[config.mk]
export PLATFORM = sky130hd
export DESIGN_NAME = uart_line_rx
export DESIGN_NICKNAME = d
export VERILOG_FILES = /design/src/rtl/afm_uart_pkg.sv /design/src/rtl/uart_rx_fifo.sv /design/src/rtl/uart_line_rx.sv
export SDC_FILE = /design/constraint.sdc
export NUM_CORES = 1
export LEC_CHECK = 0
export CORE_MARGIN = 2
export CORE_UTILIZATION = 40
export DETAILED_ROUTE_END_ITERATION = 16
export PLACE_DENSITY = 0.57
export SYNTH_ARGS = -nofsm -noshare
export SYNTH_HDL_FRONTEND = slang
export SYNTH_SLANG_ARGS = --single-unit
[constraint.sdc]
create_clock -name clk -period 3.5 [get_ports clk]
set_input_delay 0.7 -clock clk [delete_from_list [all_inputs] [get_ports clk]]
set_output_delay 0.7 -clock clk [all_outputs]
set_load 0.03 [all_outputs]
[src/rtl/afm_uart_pkg.sv]
// Shared AFM UART definitions (used by both RX and TX blocks).
package afm_uart_pkg;

    // Receive frame FSM states
    typedef enum logic [2:0] {
        IDLE,
        START,
        DATA,
        PARITY,
        STOP
    } rx_state_t;

    localparam int         CLKS_PER_BIT_DEFAULT = 234;     // 27 MHz / 115200
    localparam logic [7:0] LINE_TERM_DEFAULT    = 8'h0A;   // '\n'

endpackage

[src/rtl/uart_rx_fifo.sv]
// First-word-fall-through byte FIFO. The head entry is presented on rd_data
// whenever the FIFO is non-empty; rd_data reads 0 while empty.
module uart_rx_fifo #(
    parameter int DEPTH = 16,
    parameter int W     = 8
) (
    input  logic                       clk,
    input  logic                       rst_n,
    input  logic                       wr_en,
    input  logic [W-1:0]               wr_data,
    input  logic                       rd_en,
    output logic [W-1:0]               rd_data,
    output logic                       full,
    output logic                       empty,
    output logic [$clog2(DEPTH):0]     count
);
    localparam int AW    = $clog2(DEPTH);
    localparam int CNT_W = AW + 1;

    logic [W-1:0]     mem [DEPTH];
    logic [AW-1:0]    wr_ptr_q, rd_ptr_q;
    logic [CNT_W-1:0] count_q;
    logic             pop_acc, wr_acc;

    assign empty   = (count_q == '0);
    assign full    = (count_q == CNT_W'(DEPTH));
    assign count   = count_q;
    assign rd_data = empty ? '0 : mem[rd_ptr_q];

    // A pop frees the head slot this cycle, so a write into a full FIFO
    // alongside a pop is accepted.
    assign pop_acc = rd_en && !empty;
    assign wr_acc  = wr_en && (!full || pop_acc);

    // Storage array; no reset needed since empty gates the read port
    always_ff @(posedge clk) begin
        if (wr_acc) mem[wr_ptr_q] <= wr_data;
    end

    // Pointers wrap naturally; occupancy tracks write/pop balance
    always_ff @(posedge clk or negedge rst_n) begin
        if (!rst_n) begin
            wr_ptr_q <= '0;
            rd_ptr_q <= '0;
            count_q  <= '0;
        end else begin
            if (wr_acc)  wr_ptr_q <= wr_ptr_q + 1'b1;
            if (pop_acc) rd_ptr_q <= rd_ptr_q + 1'b1;
            case ({wr_acc, pop_acc})
                2'b10:   count_q <= count_q + 1'b1;
                2'b01:   count_q <= count_q - 1'b1;
                default: count_q <= count_q;
            endcase
        end
    end

endmodule

[src/rtl/uart_line_rx.sv]
// UART line receiver: 2-flop synchroniser, mid-bit sampling frame FSM and
// FWFT byte FIFO with line-terminator / error / overflow flags.
// Optional even parity (8E1) when UART_RX_PARITY_EN is defined; otherwise 8N1
// and parity_err is tied low.
module uart_line_rx
    import afm_uart_pkg::*;
#(
    parameter int         CLKS_PER_BIT = CLKS_PER_BIT_DEFAULT,
    parameter int         FIFO_DEPTH   = 16,
    parameter logic [7:0] LINE_TERM    = LINE_TERM_DEFAULT
) (
    input  logic                          clk,
    input  logic                          btn1,
    input  logic                          uart_rx,
    output logic [7:0]                    rx_data,
    output logic                          rx_valid,
    input  logic                          rx_ready,
    output logic                          line_done,
    output logic                          frame_err,
    output logic                          parity_err,
    output logic                          overflow,
    output logic [$clog2(FIFO_DEPTH):0]   fifo_count
);
    localparam int CW   = $clog2(CLKS_PER_BIT);
    localparam int HALF = CLKS_PER_BIT / 2;

    logic            rx_s1, rx_s2;
    rx_state_t       state_q, state_d;
    logic [CW-1:0]   cnt_q, cnt_d;
    logic [2:0]      idx_q, idx_d;
    logic [7:0]      shift_q, shift_d;
    logic            par_bad_q, par_bad_d;
    logic            wr_en, fe_set, pe_set;
    logic            fifo_full, fifo_empty, pop;
    logic            line_done_q, frame_err_q, overflow_q;

    // Two-flop synchroniser, idles high so reset does not look like a start bit
    always_ff @(posedge clk or negedge btn1) begin
        if (!btn1) begin
            rx_s1 <= 1'b1;
            rx_s2 <= 1'b1;
        end else begin
            rx_s1 <= uart_rx;
            rx_s2 <= rx_s1;
        end
    end

    // Frame FSM state and datapath registers
    always_ff @(posedge clk or negedge btn1) begin
        if (!btn1) begin
            state_q   <= IDLE;
            cnt_q     <= '0;
            idx_q     <= '0;
            shift_q   <= '0;
            par_bad_q <= 1'b0;
        end else begin
            state_q   <= state_d;
            cnt_q     <= cnt_d;
            idx_q     <= idx_d;
            shift_q   <= shift_d;
            par_bad_q <= par_bad_d;
        end
    end

    // Next-state: half-bit to centre on the start bit, then full bit periods
    always_comb begin
        state_d   = state_q;
        cnt_d     = cnt_q;
        idx_d     = idx_q;
        shift_d   = shift_q;
        par_bad_d = par_bad_q;
        wr_en     = 1'b0;
        fe_set    = 1'b0;
        pe_set    = 1'b0;
        case (state_q)
            IDLE: begin
                cnt_d     = '0;
                idx_d     = '0;
                par_bad_d = 1'b0;
                if (!rx_s2) state_d = START;
            end
            START: begin
                if (cnt_q == CW'(HALF - 1)) begin
                    cnt_d   = '0;
                    idx_d   = '0;
                    // a high sample here means the low was a glitch
                    state_d = rx_s2 ? IDLE : DATA;
                end else begin
                    cnt_d = cnt_q + 1'b1;
                end
            end
            DATA: begin
                if (cnt_q == CW'(CLKS_PER_BIT - 1)) begin
                    cnt_d          = '0;
                    shift_d[idx_q] = rx_s2;
                    if (idx_q == 3'd7) begin
`ifdef UART_RX_PARITY_EN
                        state_d = PARITY;
`else
                        state_d = STOP;
`endif
                    end else begin
                        idx_d = idx_q + 1'b1;
                    end
                end else begin
                    cnt_d = cnt_q + 1'b1;
                end
            end
`ifdef UART_RX_PARITY_EN
            PARITY: begin
                if (cnt_q == CW'(CLKS_PER_BIT - 1)) begin
                    cnt_d     = '0;
                    par_bad_d = (rx_s2 != ^shift_q);
                    state_d   = STOP;
                end else begin
                    cnt_d = cnt_q + 1'b1;
                end
            end
`endif
            STOP: begin
                if (cnt_q == CW'(CLKS_PER_BIT - 1)) begin
                    cnt_d   = '0;
                    state_d = IDLE;
                    // framing error wins over parity; either discards the byte
                    if (!rx_s2)         fe_set = 1'b1;
                    else if (par_bad_q) pe_set = 1'b1;
                    else                wr_en  = 1'b1;
                end else begin
                    cnt_d = cnt_q + 1'b1;
                end
            end
            default: state_d = IDLE;
        endcase
    end

    assign pop = rx_valid && rx_ready;

    uart_rx_fifo #(
        .DEPTH (FIFO_DEPTH),
        .W     (8)
    ) u_fifo (
        .clk     (clk),
        .rst_n   (btn1),
        .wr_en   (wr_en),
        .wr_data (shift_q),
        .rd_en   (rx_ready),
        .rd_data (rx_data),
        .full    (fifo_full),
        .empty   (fifo_empty),
        .count   (fifo_count)
    );

    assign rx_valid = !fifo_empty;

    // Status pulses one cycle after the stop sample; overflow is sticky
    always_ff @(posedge clk or negedge btn1) begin
        if (!btn1) begin
            line_done_q <= 1'b0;
            frame_err_q <= 1'b0;
            overflow_q  <= 1'b0;
        end else begin
            line_done_q <= wr_en && (!fifo_full || pop) && (shift_q == LINE_TERM);
            frame_err_q <= fe_set;
            overflow_q  <= overflow_q || (wr_en && fifo_full && !pop);
        end
    end

`ifdef UART_RX_PARITY_EN
    logic parity_err_q;

    // Parity mismatch pulse, aligned with the other status pulses
    always_ff @(posedge clk or negedge btn1) begin
        if (!btn1) parity_err_q <= 1'b0;
        else       parity_err_q <= pe_set;
    end

    assign parity_err = parity_err_q;
`else
    assign parity_err = 1'b0;
`endif

    assign line_done = line_done_q;
    assign frame_err = frame_err_q;
    assign overflow  = overflow_q;

endmodule

==> summary by stage, run 1 <==
Setup path
On the worst path, the slowest cell contributes a delay of 0.55 ns. The top cell family by delay on the critical path is multiplexers. The depth of the worst register-to-register path is 12. For this design, the slowest cell found on the critical path is mux4_2. The buffer and inverter count on the worst path is 2.

The kind of critical path is reg2out. The critical path goes through buf_12 -> mux4_2 -> mux2_2 -> o21ai_0 -> a21oi_1 -> dlygate4sd2_1. At the worst endpoint, the required time is about 2.8 ns. The number of stages on the worst setup path is 6.

The critical path endpoint category is an output port. The category of the worst setup path launch point is a flip-flop. In this run the worst path has a maximum fanout of 34. For the worst setup path, the data arrival time is between 2 and 3 ns.

Synthesis
After synthesis the netlist holds a flip-flop and latch count of between 150 and 200. The synthesized instance count is ~440. The fraction of synthesis flops using an asynchronous set or reset pin is 0.238. The cell area that synthesis handed to floorplanning was 7320 um2.

The number of enable-type register cells in the synthesized netlist is 128. The number of nets handed over by synthesis was 457. The most used flip-flop cell after synthesis is edfxtp_1. The count of distinct cell types in the synthesized netlist is 62. The number of warnings printed during yosys synthesis is 0. The fraction of the yosys area taken by sequential cells is 0.662. A synthesized cell averages between 15 and 20 um2.

Cells and area
Leaving out fill and tap cells, the most frequent cell in the layout is edfxtp_1. The top cell types in the final layout, fill and taps aside, are 128 x edfxtp_1, 38 x dfrtp_1, 23 x nor2_1, 22 x mux4_2. The number of fillers in the final layout is 1538. The number of diodes is 0.

Of the cells placed in the final design, the portion with a size suffix greater than 1 is 0.230. After the last flow step, the layout net total stands at roughly 500. The signed area change from the synthesized netlist to the final layout is 15.0%. The number of standard cells in the final layout excluding fillers is roughly 720.

Timing
Setup violations remaining at the end of the flow were counted as 0. The total negative slack is 0 ns. The worst-case clock skew is between 0.015 and 0.02 ns. The transition time at the pin with the least slew margin is ~0.90 ns. Setup repair after global routing left no endpoint under its margin. The final hold violation count came to 0. The total count of max-transition violations in the final report is 0. For the finished layout, the period the worst path requires is between 3 and 4 ns. Based on the critical path, the design can be clocked at up to ~300 MHz. Of the available clock period, the critical path in the final layout requires 0.947. The worst slew slack as a fraction of its limit is 0.398.

Worst hold path
The cell depth of the worst hold path is 0. In this run the worst hold path is classified as reg2reg.

GRT
In the global route stage, overall resource usage came out at 0.153. The global-route wire length before repair is between 20000 and 25000 um. The maximum number of pins on one net before global-route repair is 41. The total overflow reported by the global router is 0. The number of global-route vias before repair is a little over 4000. The initial antenna violation count was 0.

Die
The floorplan row count is just under 50. The starting density of the core is 0.408. The die covers a little under 20000 um2. The floorplan step set the die width to between 100 and 150 um. The region available for standard cell placement spans ~18000 um2. 22 I/O pins were placed. The die is about 140 um tall.

Drt
The routed layout has between 3000 and 4000 vias. Once detail routing completed, the nets flagged for antenna violations numbered 0. Dividing the detail-routed via count by the number of cells gives 5.39.

The routed design has approximately 14000 um of wire. The first TritonRoute pass finished after 4 iterations. The detailed-route wire length per cell is ~19 um. In the routed design, unresolved DRC markers number 0. The DRC violation total after the first TritonRoute iteration is 285.

Place
Once placement completed, the tool counted placed cells totaling around 690. The post-DP HPWL is 9110 um. Buffers placed on the I/O ports in this run total 20.

The congestion estimate from routability-driven global placement came to ~0.78.

Clocking
CTS built an H-tree with a depth of 4. Clock-pin slew was measured on the worst setup and hold paths at 0.06 ns. The root cell of the clock tree is clkbuf_16. In this run, post-CTS hold repair placed 0 buffers. The number of clock buffers inserted by TritonCTS is 17.

Counting every sink on the clock net gives ~170. The CTS tree is yes. In this run the deepest clock path goes through 2 buffers. At the later pin of the worst-skew pair, clock insertion delay measures roughly 0.43 ns.

Run
The max-capacitance violation count is 0.

Power and ir drop
The analysis attributes to cell leakage a power of about 3.4 nW. Summing internal, switching and leakage power gives between 5 and 6 mW. VDD sags by at most 0.396 mV. The total power divided by cell area is 609 nW/um2.

Outcome
The flow ran to the end, and the final reports show no timing, DRC or antenna violations.
cells by family after synthesis:
family,Yosys count,share of synthesized area
buf+inv,33,0.0243
mux,61,0.147
simple gates,95,0.0794
xor+xnor,14,0.0167
compound gates,52,0.0444
other cells,1,0.000512
flops,168,0.662
fa+ha+maj,15,0.0255
final timing paths:
path,startpoint,endpoint,slack (ns)
setup / recovery,u_fifo.rd_ptr_q[1],rx_data[7],0.19
min in group asynchronous,btn1,cnt_q[5],0.40
hold / removal,rx_s1,rx_s2,0.36
setup reg to reg,cnt_q[1],u_fifo.count[4],0.42
hold reg to reg,rx_s1,rx_s2,0.36
max in group asynchronous,btn1,u_fifo.count[2],2.53
worst register-to-register path, stage by stage, from the launching register on:
cell and delay (ns):
dfrtp_1 0.40, inv_1 0.10, ha_1 0.20, nand4b_4 0.15
nor4_4 0.35, nand2_2 0.15, ha_1 0.26, xor2_1 0.16
ha_1 0.21, or2_2 0.30, a31oi_1 0.18, mux2_2 0.35
a211oi_1 0.18
power breakdown:
group / internal [mW] / leakage [nW] / switching [mW]
Clock: 0.989 / 0.256 / 0.773
Sequential: 2.18 / 2.01 / 0.128
Combinational: 0.474 / 1.19 / 0.588
Total: 3.64 / 3.45 / 1.49
metrics by stage:
step	area [um2]	setup slack, ns	hold slack, ns	utilization
3_3_place_gp	7870	0.289	0.347	0.438
2_1_floorplan	7320	0.341	0.345	-
4_1_cts	8410	0.00286	0.357	0.468
3_5_place_dp	7870	0.200	0.347	0.438
6_report	8420	0.185	0.355	0.469
5_1_grt	8420	0.0157	0.364	0.469
state kept, by name (all words and copies together), names as in the netlist:
| signal | flops |
|---|---|
| frame_err | 1 |
| u_fifo.wr_ptr_q | 4 |
| rx_s2 | 1 |
| u_fifo.count | 5 |
| cnt_q | 8 |
| u_fifo.mem | 128 |
| overflow | 1 |
| line_done | 1 |
| rx_s1 | 1 |
| idx_q | 3 |
| state_q | 3 |
| shift_q | 8 |
| u_fifo.rd_ptr_q | 4 |
metal layers:
layer / vias to the layer above / GRT usage / wire [um]
li1: 1801 / - / -
met1: 2015 / 0.207 / 6280
met4: 0 / 0.0510 / 170
met5: - / 0 / 0
met3: 11 / 0.0358 / 412
met2: 61 / 0.245 / 6940
cell usage after synthesis, types with 4 or more instances:
| library cell | n | area share |
|---|---|---|
| a21oi_1 | 21 | 0.014 |
| and3_1 | 4 | 0.0034 |
| buf_2 | 9 | 0.0062 |
| clkbuf_1 | 5 | 0.0026 |
| dfrtp_1 | 38 | 0.13 |
| edfxtp_1 | 128 | 0.52 |
| ha_1 | 14 | 0.024 |
| inv_1 | 11 | 0.0056 |
| mux2_2 | 19 | 0.029 |
| mux2i_1 | 8 | 0.011 |
| mux4_1 | 10 | 0.036 |
| mux4_2 | 22 | 0.068 |
| nand2_1 | 12 | 0.0062 |
| nand2b_1 | 8 | 0.0068 |
| nand3_1 | 11 | 0.0075 |
| nand4_1 | 4 | 0.0034 |
| nand4b_1 | 4 | 0.0048 |
| nor2_1 | 23 | 0.012 |
| nor3_1 | 7 | 0.0048 |
| o21ai_0 | 8 | 0.0055 |
| xnor2_1 | 11 | 0.013 |
timing repair:
action | in CTS | in global routing
gates resized for setup | 6 | 2
setup endpoints to repair | 6 | 2
setup buffers | 0 | 0
final cells by class:
class,count,area (um2),share of cell area
Multi-Input combinational cell,238,2300,0.273
Clock buffer,20,437,0.0519
Timing Repair Buffer,43,390,0.0464
Clock inverter,12,119,0.0141
Tap cell,229,287,0.0340
Inverter,11,41.3,0.00490
Sequential cell,168,4850,0.576
Power figures use the tool's default switching activity.
==> run 2, diff against run 1 <==
- CORE_UTILIZATION: 40 -> 61
- PLACE_DENSITY: 0.57 -> 0.8
==> summary by stage, run 2 (same netlist as run 1, synthesis figures left out) <==
GRT
The number of global-route vias before repair is slightly above 4000. Global routing finished with a remaining overflow of 0. For this run, the total global-route usage over all layers was measured as 0.235. The maximum number of pins on one net before global-route repair is 41. The initial antenna violation count is 0. The first global-routing pass estimated ~22000 um of wire.

Setup path
Data on the critical path arrives at its endpoint at between 2 and 3 ns. The reg-to-reg critical path endpoint is u_fifo.count[4]. The internal reg-to-reg setup slack is between 0.3 and 0.4 ns. The depth of the worst register-to-register path is 10.

Tracing the worst setup path back leads to its startpoint at u_fifo.rd_ptr_q[1]. The category of the worst setup path launch point is a flip-flop. The worst register-to-register path begins at u_fifo.count[2]. STA classifies the critical path endpoint as an output port. The worst setup path is of the reg2out kind. The maximum fanout along the worst path is 19. STA puts the critical path data required time at about 2.8 ns.

Drt
Summing over every cut layer, the via total after detailed routing is approximately 4000. In the final routed layout, each cell accounts on average for between 20 and 25 um. The count of nets left with antenna violations once routing finished came out at 0. The detailed-route vias per instance is ~6.2.

The DRC violation total after the first TritonRoute iteration is about 360. The final layout contains routed wiring with a total length of between 10000 and 15000 um. The count of TritonRoute iterations in the first routing pass is 5. The remaining design rule violation count is 0.

Run
The max-capacitance violation count is 0.

Die
The area of the core is 11900 um2. The boundary pin count is 22. After floorplanning, the core was divided into 40 placement rows. The floorplan step defined a die boundary enclosing around 13000 um2. The height of the die is between 100 and 150 um. The initial utilization of the core area, before any placement, comes to 0.617.

The overall die width is about 110 um.

Clocking
Post-CTS timing repair inserted 0 buffers for setup. After clock tree synthesis, the clock-pin slew on the worst setup and hold paths is around 0.06 ns. For the worst-skew pair, the clock arrives at the later sink with an insertion delay of 0.43 ns. For this design, the sink count on the clock tree is 168. The deepest clock path buffer count is 2. The number of clock buffers inserted by TritonCTS is 17. In this run the clock root is driven by a clkbuf_16. TritonCTS built the clock tree.

The H-tree was split into 4 levels.

Worst hold path
The worst hold path was traced through 0 stages. The kind of path behind the tightest hold check is reg2reg. The worst hold path endpoint is rx_s2.

The worst min-delay path startpoint is rx_s1.

Timing
Across the routed clock network, the largest skew measured is 0.0109 ns. The worst slew slack as a fraction of its limit is 0.405. Counting I/O delays and the setup requirement, the final critical path takes ~3.4 ns. The total count of max-transition violations in the final report is 0. The transition time at the pin with the least slew margin is 0.892 ns. Setup repair after global routing left no endpoint under its margin. The setup slack of the critical path after layout is 0.0859 ns. Hold timing on the final database bottoms out at a slack of 0.362 ns.

The fraction of the cycle the final worst path needs is 0.975. The total negative slack is 0 ns. The total setup violations reported at the end of the flow is 0. The final hold violation count came to 0. The highest clock frequency the design can meet is a little under 300 MHz.

Place
Input and output buffers added on the ports amount to 20. The total cell area at the placement stage is ~7700 um2. The total instance count after detailed placement is approximately 610. The routability congestion estimate from global placement is around 0.80. Detailed placement finished with a half-perimeter wire length of about 8600 um. The worst setup timing slack at the placement stage is ~0.2 ns.

Cells and area
The fraction of the core area covered by cells at the end of the flow is 0.706. The library cell used most frequently in the layout, excluding fill and tap cells, is edfxtp_1. Relative to the synthesized area, the layout overhead comes to 14.4%. The register containing the most flip-flops in the final layout is u_fifo.mem. The flip-flop count of the largest register, all copies and words added is 128. The number of diodes is 0. The number of nets in the layout is 495. Leaving out fill and tap cells, the most frequent cells in the layout are 128 x edfxtp_1, 38 x dfrtp_1, 23 x nor2_1, 22 x mux4_2, 21 x a21oi_1. With fillers left out, the area of the finished cells amounts to between 8000 and 9000 um2. Of the cells placed in the final design, the portion with a size suffix greater than 1 is 0.229. The finished layout holds 637 standard cells, fillers aside. In the final layout, the registers with the most flip-flops are u_fifo.mem x128, cnt_q x8, shift_q x8.

Power and ir drop
The post-route total power is between 5 and 6 mW. The peak supply drop is 0.519 mV. For this design the static power due to leakage is approximately 3.5 nW. Dividing total power by cell area gives a power density of about 630 nW/um2.

Outcome
The flow ran to the end, and the final reports show no timing, DRC or antenna violations.
## run 2: critical path, stage by stage (launching register included)
cell and delay (ns):
dfrtp_1 0.39, buf_12 0.20, mux4_1 0.61, mux2_2 0.29, o21ai_1 0.13, a21oi_1 0.06, clkdlybuf4s50_1 0.62
## run 2: where the power goes
part           internal (mW)  switching [mW]  leakage (nW)  total (mW)
clock                   1.19           0.734         0.290        1.92
sequential              2.18           0.125          2.01        2.30
combinational          0.500           0.584          1.20        1.08
total                   3.87            1.44          3.50        5.31
## run 2: area by class of cell
class | instances | area (um2)
clock buffer | 19 | 433
clock inverter | 13 | 179
fill | 746 | 3490
inverter | 11 | 41.3
multi-input combinational | 238 | 2300
sequential | 168 | 4850
tap | 147 | 184
timing repair buffer | 41 | 389
## run 2: how the worst max path moves through the flow
| stage | endpoint | slack, ns | depth (start not counted) |
|---|---|---|---|
| detailed placement | u_fifo.count[4] | 0.20 | 11 |
| CTS | rx_data[6] | 0.02 | 6 |
| global route | rx_data[0] | 0.0003 | 6 |
| global placement | u_fifo.count[4] | 0.33 | 11 |
| floorplan | u_fifo.count[4] | 0.34 | 11 |
| finish | rx_data[0] | 0.09 | 6 |
## run 2: timing repair
action                                  4_1_cts  5_1_grt
endpoints found under the setup margin        1        7
hold buffers                                  0        0
gates resized for setup                       1        6
pin swaps                                     0        0
## run 2: routing by layer
metal  vias to the layer above  track usage  wire, um
met5                         -            0         0
met4                         0        0.119       506
met3                        27       0.0584       616
met2                       110        0.364      6740
met1                      2010        0.316      5930
li1                       1798            -         -
